<file path="src/rtl/seg7_display_unit.sv">
// Seven-segment output stage: converts a captured word to three decimal digits
// with a sequential double-dabble, then formats sign/blanking/overflow onto the displays.
module seg7_display_unit #(
    parameter int DATA_WIDTH  = 32,
    parameter bit SIGNED_MODE = 1'b1
) (
    input  logic                  clock,
    input  logic                  reset,
    input  logic                  out_strobe,
    input  logic [DATA_WIDTH-1:0] data,
    output logic                  busy,
    output logic [6:0]            outputA,
    output logic [6:0]            outputB,
    output logic [6:0]            outputC
);

    localparam logic [6:0] SEG_BLANK = 7'b1111111;
    localparam logic [6:0] SEG_MINUS = 7'b0111111;
    localparam logic [6:0] SEG_E     = 7'b0000110;
    localparam logic [6:0] SEG_ZERO  = 7'b1000000;

    localparam logic signed [DATA_WIDTH:0] MAX_VAL = (DATA_WIDTH+1)'(999);
    localparam logic signed [DATA_WIDTH:0] MIN_VAL = (DATA_WIDTH+1)'(-99);

    typedef enum logic [1:0] {IDLE, SHIFT, UPDATE} state_t;

    state_t                  state, state_nxt;
    logic [3:0]              iter_cnt;
    logic                    pend_vld;
    logic [DATA_WIDTH-1:0]   pend_data;
    logic [21:0]             sr;
    logic                    neg;
    logic                    ovf;
    logic                    start;
    logic                    to_pend;
    logic [DATA_WIDTH-1:0]   start_word;
    logic [11:0]             cls;

    function automatic logic [6:0] digit_seg(input logic [3:0] d);
        case (d)
            4'd0:    digit_seg = 7'b1000000;
            4'd1:    digit_seg = 7'b1111001;
            4'd2:    digit_seg = 7'b0100100;
            4'd3:    digit_seg = 7'b0110000;
            4'd4:    digit_seg = 7'b0011001;
            4'd5:    digit_seg = 7'b0010010;
            4'd6:    digit_seg = 7'b0000010;
            4'd7:    digit_seg = 7'b1111000;
            4'd8:    digit_seg = 7'b0000000;
            4'd9:    digit_seg = 7'b0010000;
            default: digit_seg = SEG_BLANK;
        endcase
    endfunction

    // Result is {overflow, negative, magnitude[9:0]}; range checked on the full word.
    function automatic logic [11:0] classify(input logic [DATA_WIDTH-1:0] v);
        logic signed [DATA_WIDTH:0] sv;
        logic signed [DATA_WIDTH:0] av;
        sv = {(SIGNED_MODE ? v[DATA_WIDTH-1] : 1'b0), v};
        av = sv[DATA_WIDTH] ? -sv : sv;
        classify = {((sv > MAX_VAL) || (sv < MIN_VAL)), sv[DATA_WIDTH], av[9:0]};
    endfunction

    function automatic logic [21:0] dabble_step(input logic [21:0] s);
        logic [21:0] t;
        t = s;
        for (int i = 0; i < 3; i++) begin
            if (t[10+4*i +: 4] >= 4'd5)
                t[10+4*i +: 4] = t[10+4*i +: 4] + 4'd3;
        end
        dabble_step = {t[20:0], 1'b0};
    endfunction

    function automatic logic [20:0] fmt_digits(input logic o, input logic n,
                                               input logic [11:0] bcd);
        logic [3:0] h, t, u;
        h = bcd[11:8];
        t = bcd[7:4];
        u = bcd[3:0];
        if (o)
            fmt_digits = {SEG_E, SEG_E, SEG_E};
        else if (n && (h != 4'd0 || t != 4'd0))
            fmt_digits = {SEG_MINUS, digit_seg(t), digit_seg(u)};
        else if (n)
            fmt_digits = {SEG_BLANK, SEG_MINUS, digit_seg(u)};
        else
            fmt_digits = {((h == 4'd0) ? SEG_BLANK : digit_seg(h)),
                          ((h == 4'd0 && t == 4'd0) ? SEG_BLANK : digit_seg(t)),
                          digit_seg(u)};
    endfunction

    // A pending word always takes precedence over a strobe seen in IDLE.
    assign start_word = pend_vld ? pend_data : data;
    assign cls        = classify(start_word);
    assign to_pend    = out_strobe && ((state != IDLE) || pend_vld);
    assign busy       = (state != IDLE) || pend_vld;

    always_comb begin
        state_nxt = state;
        start     = 1'b0;
        case (state)
            IDLE: begin
                if (pend_vld || out_strobe) begin
                    start     = 1'b1;
                    state_nxt = SHIFT;
                end
            end
            SHIFT: begin
                if (iter_cnt == 4'd9)
                    state_nxt = UPDATE;
            end
            UPDATE:  state_nxt = IDLE;
            default: state_nxt = IDLE;
        endcase
    end

    always_ff @(posedge clock) begin
        if (!reset) begin
            state    <= IDLE;
            iter_cnt <= 4'd0;
            pend_vld <= 1'b0;
            outputA  <= SEG_BLANK;
            outputB  <= SEG_BLANK;
            outputC  <= SEG_ZERO;
        end else begin
            state <= state_nxt;
            if (state == SHIFT)
                iter_cnt <= (iter_cnt == 4'd9) ? 4'd0 : iter_cnt + 4'd1;
            else
                iter_cnt <= 4'd0;
            if (to_pend)
                pend_vld <= 1'b1;
            else if (start)
                pend_vld <= 1'b0;
            if (state == UPDATE)
                {outputA, outputB, outputC} <= fmt_digits(ovf, neg, sr[21:10]);
        end
    end

    // Datapath registers carry no reset; they are always loaded before use.
    always_ff @(posedge clock) begin
        if (to_pend)
            pend_data <= data;
        if (start) begin
            sr  <= {12'd0, cls[9:0]};
            neg <= cls[10];
            ovf <= cls[11];
        end else if (state == SHIFT) begin
            sr <= dabble_step(sr);
        end
    end

endmodule

</file>
<file path="config.mk">
export PLATFORM = sky130hd
export DESIGN_NAME = seg7_display_unit
export DESIGN_NICKNAME = d
export VERILOG_FILES = /design/src/rtl/seg7_display_unit.sv
export SDC_FILE = /design/constraint.sdc
export NUM_CORES = 1
export LEC_CHECK = 0
export CAP_MARGIN = 30
export CORE_ASPECT_RATIO = 2
export CORE_MARGIN = 1.5
export CORE_UTILIZATION = 59
export CTS_CLUSTER_DIAMETER = 40
export DETAILED_ROUTE_END_ITERATION = 8
export PLACE_DENSITY = 0.85
export SYNTH_ARGS = -nofsm -noshare
export SYNTH_HDL_FRONTEND = slang
export SYNTH_SLANG_ARGS = --single-unit
</file>
<file path="constraint.sdc">
create_clock -name clock -period 4.5 [get_ports clock]
set_input_delay 0.45 -clock clock [delete_from_list [all_inputs] [get_ports clock]]
set_output_delay 0.45 -clock clock [all_outputs]
set_load 0.02 [all_outputs]
</file>
[Word level (Yosys, flattened, before mapping)]
Memory sizes are Yosys's and may differ from the RTL's. A register that Yosys moved wholly into a read port is not among the register bits.
Cells that the tools add are included.
Operators by class
  bitwise operators: 2
  equality and inequality tests: 5
  mux-type cells: 31
  reduce and logical (&&, ||, !) cells: 17
  order comparisons: 5
  add/subtract/negate cells: 5
Operators with widths (number)
  $mux 21: 3
  $mux 4: 14
  $gt 32x11->1 const B: 1
  $lt 32x8->1 const B: 1
  $mux 32: 1
  $mux 10: 3
  $mux 7: 2
  $ge 4x3->1 const B: 3
  $neg 10->10: 1
  $add 4x2->4 const B: 2
  $logic_not 4->1: 2
  $reduce_bool 4->1: 2
  $reduce_bool 2->1: 3
  $add 4x1->4 const B: 1
  $eq 4x4->1 const B: 1
  $logic_or 1x1->1: 4
  $mux 1: 4
  $mux 2: 2
  $ne 2x2->1 const B: 2
  $pmux 2 s2: 1
  $add 3x2->3 const B: 1
  $logic_and 1x1->1: 3
  $mux 3: 1
  $reduce_or 3->1: 1
  5 further kinds: 6
Word-level totals
  memory bits (read-only): 672
  word-level logic and storage cells: 82
  memories: 6
  register bits: 84
  output and inout port bits: 22
Memory list
  (name not given): depth 16, bits a word 7, rd ports 1, clocked after memory_dff 1, wr ports 0, line 40  | case (d)
  (name not given): depth 16, bits a word 7, rd ports 1, clocked after memory_dff 1, wr ports 0, line 40
  (name not given): depth 16, bits a word 7, rd ports 1, clocked after memory_dff 1, wr ports 0, line 40
  (name not given): depth 16, bits a word 7, rd ports 1, clocked after memory_dff 1, wr ports 0, line 40
  (name not given): depth 16, bits a word 7, rd ports 1, clocked after memory_dff 1, wr ports 0, line 40
  (name not given): depth 16, bits a word 7, rd ports 1, clocked after memory_dff 1, wr ports 0, line 40

[Logic depth before layout (Yosys ltp)]
Gate-level depths: netlist of the first run.
  depth after elaboration: 6
  gate-level depth with buffers: 11
  gate-level depth less buffers: 11

[Least setup slack after synthesis of the first run]
Ideal clock, no wire load.
  path type: reg2reg
  start point: register pend_vld
  end point: register pend_data[0] (enable)
  clock period less this slack: 2.281 ns
  stages on the path, launching flop included: 5
  path slack: 2.219 ns
  setup time: 0.392 ns
  data arrival time: 1.889 ns
  cells stage by stage: dfxtp_1 buf_2 buf_2 or3_1 and2_1
On the way
  word-level cells in the longest chain between the ends: 2
Ends and longest elaborated chain
  from (decl): line 29  | logic pend_vld;
  from (signal assigned): line 121  | pend_vld <= 1'b0;
  from (signal assigned): line 132  | pend_vld <= 1'b1;
  from (signal assigned): line 134  | pend_vld <= 1'b0;
  $logic_or 1x1->1
  named net busy: line 11  | output logic busy,
  $logic_and 1x1->1: line 95  | assign to_pend = out_strobe && ((state != IDLE) || pend_vld);
  named net to_pend: line 35  | logic to_pend;
  to (signal assigned): line 143  | pend_data <= data;
  to (decl): line 30  | logic [DATA_WIDTH-1:0] pend_data;
The timed path passes the listed nets, and every way through them passes these cells.
A chain may end at the register's enable or synchronous reset.

==> flow_summary.ini, run 1 <==
[floorplanning]
num_rows = 46
die_area_um2 = 8800
die_h_um = 131
core-area_um2 = 7940
io_pins = 57
start_util = 0.610
fp.dieW_um = 67.1

[timing]
min_period_ns = 2.68
max_slew_margin = 0.304
setup_ws_ns = 1.82
maxSlewViolCount = 0
finalHoldViolCount = 0
period_share = 0.596
tns_ns = 0
fmax_mhz = 373
finClkSkew_ns = 0.00784
finalSetupViolations = 0
tightest_slew_ns = 1.04
rsz0062_at_grt = false

[clock_network]
cts_hold_buf = 0
tritoncts = done
post-cts-setup-buffers = 0
cts-root-buf = clkbuf_16
clock_sinks = 105
ctsResizeCount = 0
numCtsBuffers = 9
clock_latency_ns = 0.36
ctsLongestPathBuffers = 2
htreeDepth = 3
clk_pin_slew_worst_paths_ns = 0.06

[synthesis]
synthXorXnorAreaFrac = 0.0271
yosysMostFrequentCell = dfxtp_1
synthDistinctLibCells = 56
synthesis.nets = 535
synthArstFlopShare = 0
syn_area_um2 = 4850
synthTopCellsByCount = dfxtp_1 (61), edfxtp_1 (44), nand2_1 (41)
ys_seq_area_frac = 0.524
yosysWarnings = 0
synthSimpleGateAreaFrac = 0.170
muxShareOfSynthArea = 0.0297
yosys_register_bits = 105
synth_compound_area_frac = 0.147
synthAdderAreaFrac = 0.0666
synth_top_area_share = 0.273
yosysTopAreaCell = edfxtp_1
avgSynthCellArea_um2 = 10.2
synth_edf_count = 44
synth_top_family_by_area = simple AND/OR/NAND/NOR gates
synth_ff_type = dfxtp_1
synthesis.instances = 475
synth_area_leaders = edfxtp_1 (27%), dfxtp_1 (25%), ha_1 (6.5%)

[global_routing]
grt_pass1_vias = 3718
antenna_found_initial = 0
grt_first_pass_wirelength_um = 17100
globalRouteTotalUtil = 0.259
grt_max_degree = 31
overflow = 0

[critical_path]
timing.rr.start = state[0]
crit_path_start_kind = flop
cp.depth = 7
rrSetupSlack_ns = 1.82
path_class = reg2reg
crit_family = simple AND/OR/NAND/NOR gates
cp_max_fo = 16
cp-end-kind = flop
critPathBufInv = 1
required_ns = 4.80
path_cells = nor2b_1, a41oi_1, nand3_1, inv_1, ha_1, a21oi_1, o22a_1
critPathMaxStageDelay_ns = 0.86
r2r.worst_path.cells = 7
slowest_stage = nor2b_1
worstPathArrival_ns = 2.98
cp-startpoint = state[0]

[layout]
syn2layout_area_growth_pct = 20.2
nets = 589
fin_area_um2 = 5830
antenna_cells = 0
drive_gt1_frac = 0.0637

[drt]
wl_um = 10600
first_pass_iters = 5
dr_total_vias = 3781
drt.antenna.violating_nets = 0
drc = 0
routedWlPerCell_um = 16.8
vias_per_cell = 6.00
drt_iter0_drc = 241

[run]
cap_viol_max_count = 0

[power]
p_comb_frac = 0.186
p_int_mw = 1.82
powerDensity_nw_per_um2 = 427
clkPwrFrac = 0.344
ir_drop_uv = 305
p_seq_frac = 0.470
power.switching_mw = 0.665
netSwitchingFraction = 0.267
leakage_nw = 2.22

[place]
place_hpwl_um = 7610
io_buffers = 56
place.gp.congestion = 0.893
preCtsSetupSlack_ns = 1.60
placedInstanceArea_um2 = 5490

[min_path]
hp-class = reg2reg
hp-start = outputC[3]

[status]
status = finished clean
[area by class of cell]
class / count / area (um2)
multi-input combinational: 328 / 2140
fill: 565 / 2120
timing repair buffer: 60 / 598
tap: 96 / 120
inverter: 25 / 95.1
clock inverter: 3 / 42.5
sequential: 105 / 2540
clock buffer: 13 / 293
[cell usage in the layout, fill, tap and decap left out, types with 12 or more instances in the layout]
cell              n
dfxtp_1          61
clkdlybuf4s50_1  56
edfxtp_1         44
nand2_1          41
nor2_1           32
o21ai_0          26
ha_1             25
nand3_1          23
a21oi_1          22
inv_1            19
nor4_1           13
nor3_1           12
[worst register-to-register path: stages, from the launching register on]
cell and delay [ns]:
dfxtp_1 0.43, nor2b_1 0.86, a41oi_1 0.26, nand3_1 0.31, inv_1 0.14, ha_1 0.24
a21oi_1 0.22, o22a_1 0.17
[worst min path at each step]
stage / end / slack (ns) / cells past startpoint
finish: outputC[3] / 0.47 / 2
global route: outputA[5] / 0.49 / 2
CTS: outputC[3] / 0.47 / 2
detailed placement: iter_cnt[0] / 0.46 / 1
global placement: iter_cnt[0] / 0.45 / 1
floorplan: iter_cnt[0] / 0.43 / 1
[logic make-up (layout without fill, tap and decap cells)]
logic type | after synthesis | after routing
compound gates | 109 | 109
xor+xnor | 15 | 15
fa+ha+maj | 26 | 26
buf+inv | 42 | 101
flops | 105 | 105
mux | 14 | 14
simple gates | 164 | 164
[per-stage QoR]
stage                     hold slack [ns]  total power, mW   util  instances
final                               0.470             2.49  0.734        630
after global routing                0.491             2.59  0.734        630
after global placement              0.446             1.61  0.690        613
after CTS                           0.473             2.49  0.734        630
after floorplan                     0.434             1.51      -        475
after detailed placement            0.459             1.64  0.691        614
[power by group through the flow]
stage / Sequential (mW) / Combinational (mW) / Clock, mW
6_report: 1.17 / 0.463 / 0.855
5_1_grt: 1.18 / 0.514 / 0.900
4_1_cts: 1.17 / 0.460 / 0.862
3_5_place_dp: 1.19 / 0.453 / 0
3_3_place_gp: 1.19 / 0.426 / 0
2_1_floorplan: 1.17 / 0.337 / 0
[routing by layer]
metal,vias to the layer above,GRT usage,part of all wire
li1,1833,-,-
met1,1808,0.243,0.34
met2,109,0.498,0.59
met3,31,0.0548,0.033
met4,0,0.112,0.036
met5,-,0,0
No activity file was read; power rests on OpenSTA's default activity.
==> inputs of run 2 (changes only) <==
Settings changed: CORE_UTILIZATION 59 to 56, PLACE_DENSITY 0.85 to 0.81.
Clock period 4.5 ns to 2.5 ns, I/O delays scaled along.
==> flow_summary.ini, run 2 (synthesis gave the netlist of run 1 again) <==
[floorplanning]
fp.dieW_um = 68.8
die_area_um2 = 9260
core-area_um2 = 8350
io_pins = 57
die_h_um = 135
start_util = 0.581
num_rows = 47

[layout]
final_common_cell = dfxtp_1
fin_util = 0.705
layout_common_cells = dfxtp_1 (61), clkdlybuf4s50_1 (56), edfxtp_1 (44), nand2_1 (41), nor2_1 (32)
multi_input_area_um2 = 2140
antenna_cells = 0
nets = 602
syn2layout_area_growth_pct = 21.4
register_area_um2 = 2540
fill_cells = 623
drive_gt1_frac = 0.0823

[timing]
finalHoldViolCount = 0
finalSetupViolations = 0
setup_ws_ns = 0.243
period_share = 0.903
rsz0062_at_grt = false
tns_ns = 0
maxSlewViolCount = 0
fmax_mhz = 443
finClkSkew_ns = 0.00975
min_period_ns = 2.26
max_slew_margin = 0.521
tightest_slew_ns = 0.718

[critical_path]
rrSetupSlack_ns = 0.24
cp-end-kind = flop
timing.rr.start = state[1]
slowest_stage = dfxtp_1
path_class = reg2reg
critPathMaxStageDelay_ns = 0.47
worstPathArrival_ns = 2.54
cp_max_fo = 11
crit_family = simple AND/OR/NAND/NOR gates
crit_path_frequent_cell = or2_1
r2r.worst_path.cells = 10
crit_path_start_kind = flop
required_ns = 2.79
path_cells = or2_1, or2_1, clkinv_2, nor3_1, a21o_1, inv_1, ha_1, and2_1, o21ai_1, o21a_1
critPathBufInv = 2

[drt]
wl_um = 9860
first_pass_iters = 4
drt_iter0_drc = 179
drt.antenna.violating_nets = 0
routedWlPerCell_um = 15.3
vias_per_cell = 5.73
dr_total_vias = 3696
drc = 0

[clock_network]
cts-root-buf = clkbuf_16
clock_latency_ns = 0.35
post-cts-setup-buffers = 0
ctsResizeCount = 0
htreeDepth = 3
cts_hold_buf = 0
clock_sinks = 105
ctsLongestPathBuffers = 2
numCtsBuffers = 9
clk_pin_slew_worst_paths_ns = 0.07
tritoncts = done

[global_routing]
overflow = 0
globalRouteTotalUtil = 0.236
antenna_found_initial = 0
grt_max_degree = 33
grt_first_pass_wirelength_um = 16600
grt_pass1_vias = 3719

[min_path]
hp-class = reg2reg
min_delay_path_depth = 2
hold_path_end = outputC[0]
hp-start = outputC[0]

[power]
leakage_nw = 2.27
powerDensity_nw_per_um2 = 740
ir_drop_uv = 504

[place]
preCtsSetupSlack_ns = 0.105
place_hpwl_um = 7520
io_buffers = 56
place.gp.congestion = 0.922

[status]
status = finished clean

[run]
cap_viol_max_count = 0
run 2: cell count changes in the layout (fill, tap and decap cells not counted):
| cell | delta |
|---|---|
| buf_8 | -1 |
| clkbuf_1 | +2 |
| clkinvlp_4 | -1 |
| clkinv_2 | -1 |
| inv_6 | +1 |
| clkbuf_8 | -1 |
| bufinv_16 | -1 |
| buf_4 | +14 |
| inv_4 | +1 |
run 2: power by group:
group | total, mW | internal (mW) | switching [mW]
clock network | 1.40 | 0.803 | 0.602
logic | 0.843 | 0.364 | 0.479
registers | 2.10 | 2.01 | 0.0915
total | 4.35 | 3.18 | 1.17
run 2: metrics by stage:
step | cell area [um2] | hold WS [ns] | cells | total power [mW]
finish | 5890 | 0.467 | 645 | 4.35
CTS | 5890 | 0.469 | 645 | 4.38
detailed placement | 5580 | 0.454 | 629 | 2.98
global route | 5890 | 0.495 | 645 | 4.57
floorplan | 4850 | 0.349 | 475 | 2.71
global placement | 5580 | 0.443 | 629 | 2.94
run 2: worst min-delay path, stage by stage (launching register included):
cell,delay [ns]
dfxtp_1,0.31
nand2_1,0.05
a21boi_0,0.06
run 2: layout make-up:
type                            count  share of cell area
Sequential cell                   105               0.432
Multi-Input combinational cell    328               0.363
Timing Repair Buffer               73               0.117
Clock buffer                       14              0.0487
Tap cell                           98              0.0208
Inverter                           25              0.0162
Clock inverter                      2             0.00255
run 2: how the worst max path moves through the flow:
stage                from  slack [ns]  cells past startpoint            to
6_report         state[1]        0.24                     10          flop
5_1_grt            sr[14]        0.03                     11          flop
4_1_cts            sr[18]        0.24                     11          flop
3_5_place_dp   out_strobe        0.10                     11          flop
3_3_place_gp   out_strobe        0.19                     11          flop
2_1_floorplan    pend_vld        0.22                      4  pend_data[0]
run 2: metal layers:
metal  share of wire  GRT usage
met4           0.025     0.0948
met2            0.58      0.449
met3           0.027     0.0408
met1            0.37      0.236
met5               0          0
==> inputs of run 3 (changes only) <==
==> constraint.sdc (replaced) <==
create_clock -name clock -period 2.5 [get_ports clock]
set_input_delay 0.5 -clock clock [delete_from_list [all_inputs] [get_ports clock]]
set_output_delay 0.5 -clock clock [all_outputs]
set_load 0.02 [all_outputs]
==> flow_summary.ini, run 3 (synthesis gave the netlist of run 1 again) <==
[min_path]
hold_path_end = outputA[6]
hp-start = outputA[6]
min_delay_path_depth = 2
hp-class = reg2reg

[timing]
period_share = 0.931
finalSetupViolations = 0
tightest_slew_ns = 0.765
hold_slack_ns = 0.465
min_period_ns = 2.33
maxSlewViolCount = 0
rsz0062_at_grt = false
max_slew_margin = 0.489
finalHoldViolCount = 0
finClkSkew_ns = 0.00903
fmax_mhz = 429

[floorplanning]
num_rows = 47
die_area_um2 = 9260
fp.dieW_um = 68.8
die_h_um = 135
core-area_um2 = 8350
io_pins = 57
start_util = 0.581

[layout]
antenna_cells = 0
fill_cells = 617
layout_common_cells = dfxtp_1 (61), clkdlybuf4s50_1 (56), edfxtp_1 (44), nand2_1 (41), nor2_1 (32)
nets = 606
multi_input_area_um2 = 2140
register_area_um2 = 2540
drive_gt1_frac = 0.0926
final_common_cell = dfxtp_1
fin_util = 0.709
fin_area_um2 = 5920
instances_no_fill = 649
syn2layout_area_growth_pct = 22.1

[clock_network]
tritoncts = done
clock_latency_ns = 0.35
ctsLongestPathBuffers = 2
cts-root-buf = clkbuf_16
cts_hold_buf = 0
numCtsBuffers = 9
htreeDepth = 3
clock_sinks = 105
clk_pin_slew_worst_paths_ns = 0.07

[critical_path]
required_ns = 2.80
path_cells = inv_1, ha_1, nand2b_1, nor3b_1, a21oi_1, o21ai_1, inv_1, ha_1, and2_1, o21ai_1, o21a_1
worstPathArrival_ns = 2.62
cp_max_fo = 5
r2r.worst_path.cells = 11
rrSetupSlack_ns = 0.17
crit_family = compound AO/OA/AOI/OAI gates
cp-end-kind = flop
critPathMaxStageDelay_ns = 0.41
path_class = reg2reg
crit_path_start_kind = flop
critPathBufInv = 2
timing.rr.start = sr[14]
slowest_stage = dfxtp_1

[global_routing]
grt_max_degree = 33
overflow = 0
antenna_found_initial = 0
grt_first_pass_wirelength_um = 16800
globalRouteTotalUtil = 0.241
grt_pass1_vias = 3762

[power]
leakage_nw = 2.27
ir_drop_uv = 555
powerDensity_nw_per_um2 = 738
p_total_mw = 4.37

[drt]
drt_iter0_drc = 213
wl_um = 10100
first_pass_iters = 5
vias_per_cell = 5.78
dr_total_vias = 3753
drt.antenna.violating_nets = 0
drc = 0
routedWlPerCell_um = 15.6

[run]
cap_viol_max_count = 0

[place]
dp_cells = 633
placedInstanceArea_um2 = 5630
io_buffers = 56
place.gp.congestion = 0.907
place_hpwl_um = 7620

[status]
status = finished clean
-- run 3: timing repair --
action	4_1_cts	5_1_grt
setup endpoints to repair	0	6
resized for setup	0	1
buffers inserted	0	0
-- run 3: final cells by class --
type	instances	area share
tap	98	0.0207
multi-input combinational	328	0.361
inverter	25	0.0161
timing repair buffer	77	0.123
clock inverter	6	0.0112
sequential	105	0.429
clock buffer	10	0.0387
-- run 3: where the power goes --
part	leakage (nW)	internal, mW	switching, mW
Clock	0.131	0.777	0.623
Combinational	1.23	0.377	0.494
Sequential	0.910	2.01	0.0886
-- run 3: worst max path at each step --
stage / start / end / slack, ns / cells past startpoint
2_1_floorplan: pend_vld / pend_data[0] / 0.22 / 4
3_3_place_gp: out_strobe / flop / 0.05 / 11
3_5_place_dp: out_strobe / flop / -0.03 / 11
4_1_cts: sr[14] / flop / 0.06 / 11
5_1_grt: sr[14] / flop / 0.009 / 11
6_report: sr[14] / flop / 0.17 / 11
-- run 3: metal layers --
layer,global-route usage,vias up,wire length [um]
met5,0,-,0
met4,0.132,0,281
met3,0.0233,23,354
met2,0.449,113,5840
met1,0.245,1748,3620
li1,-,1869,-
-- run 3: per-stage QoR --
stage / TNS, ns / setup slack (ns)
floorplan: 0 / 0.219
global placement: 0 / 0.0532
detailed placement: -0.0319 / -0.0319
CTS: 0 / 0.0611
global route: 0 / 0.00927
finish: 0 / 0.172
-- run 3: worst reg2reg max path: stages (launching register included) --
cell and delay (ns):
dfxtp_1 0.41, inv_1 0.12, ha_1 0.25, nand2b_1 0.15, nor3b_1 0.20, a21oi_1 0.09, o21ai_1 0.28, inv_1 0.16
ha_1 0.23, and2_1 0.14, o21ai_1 0.11, o21a_1 0.12
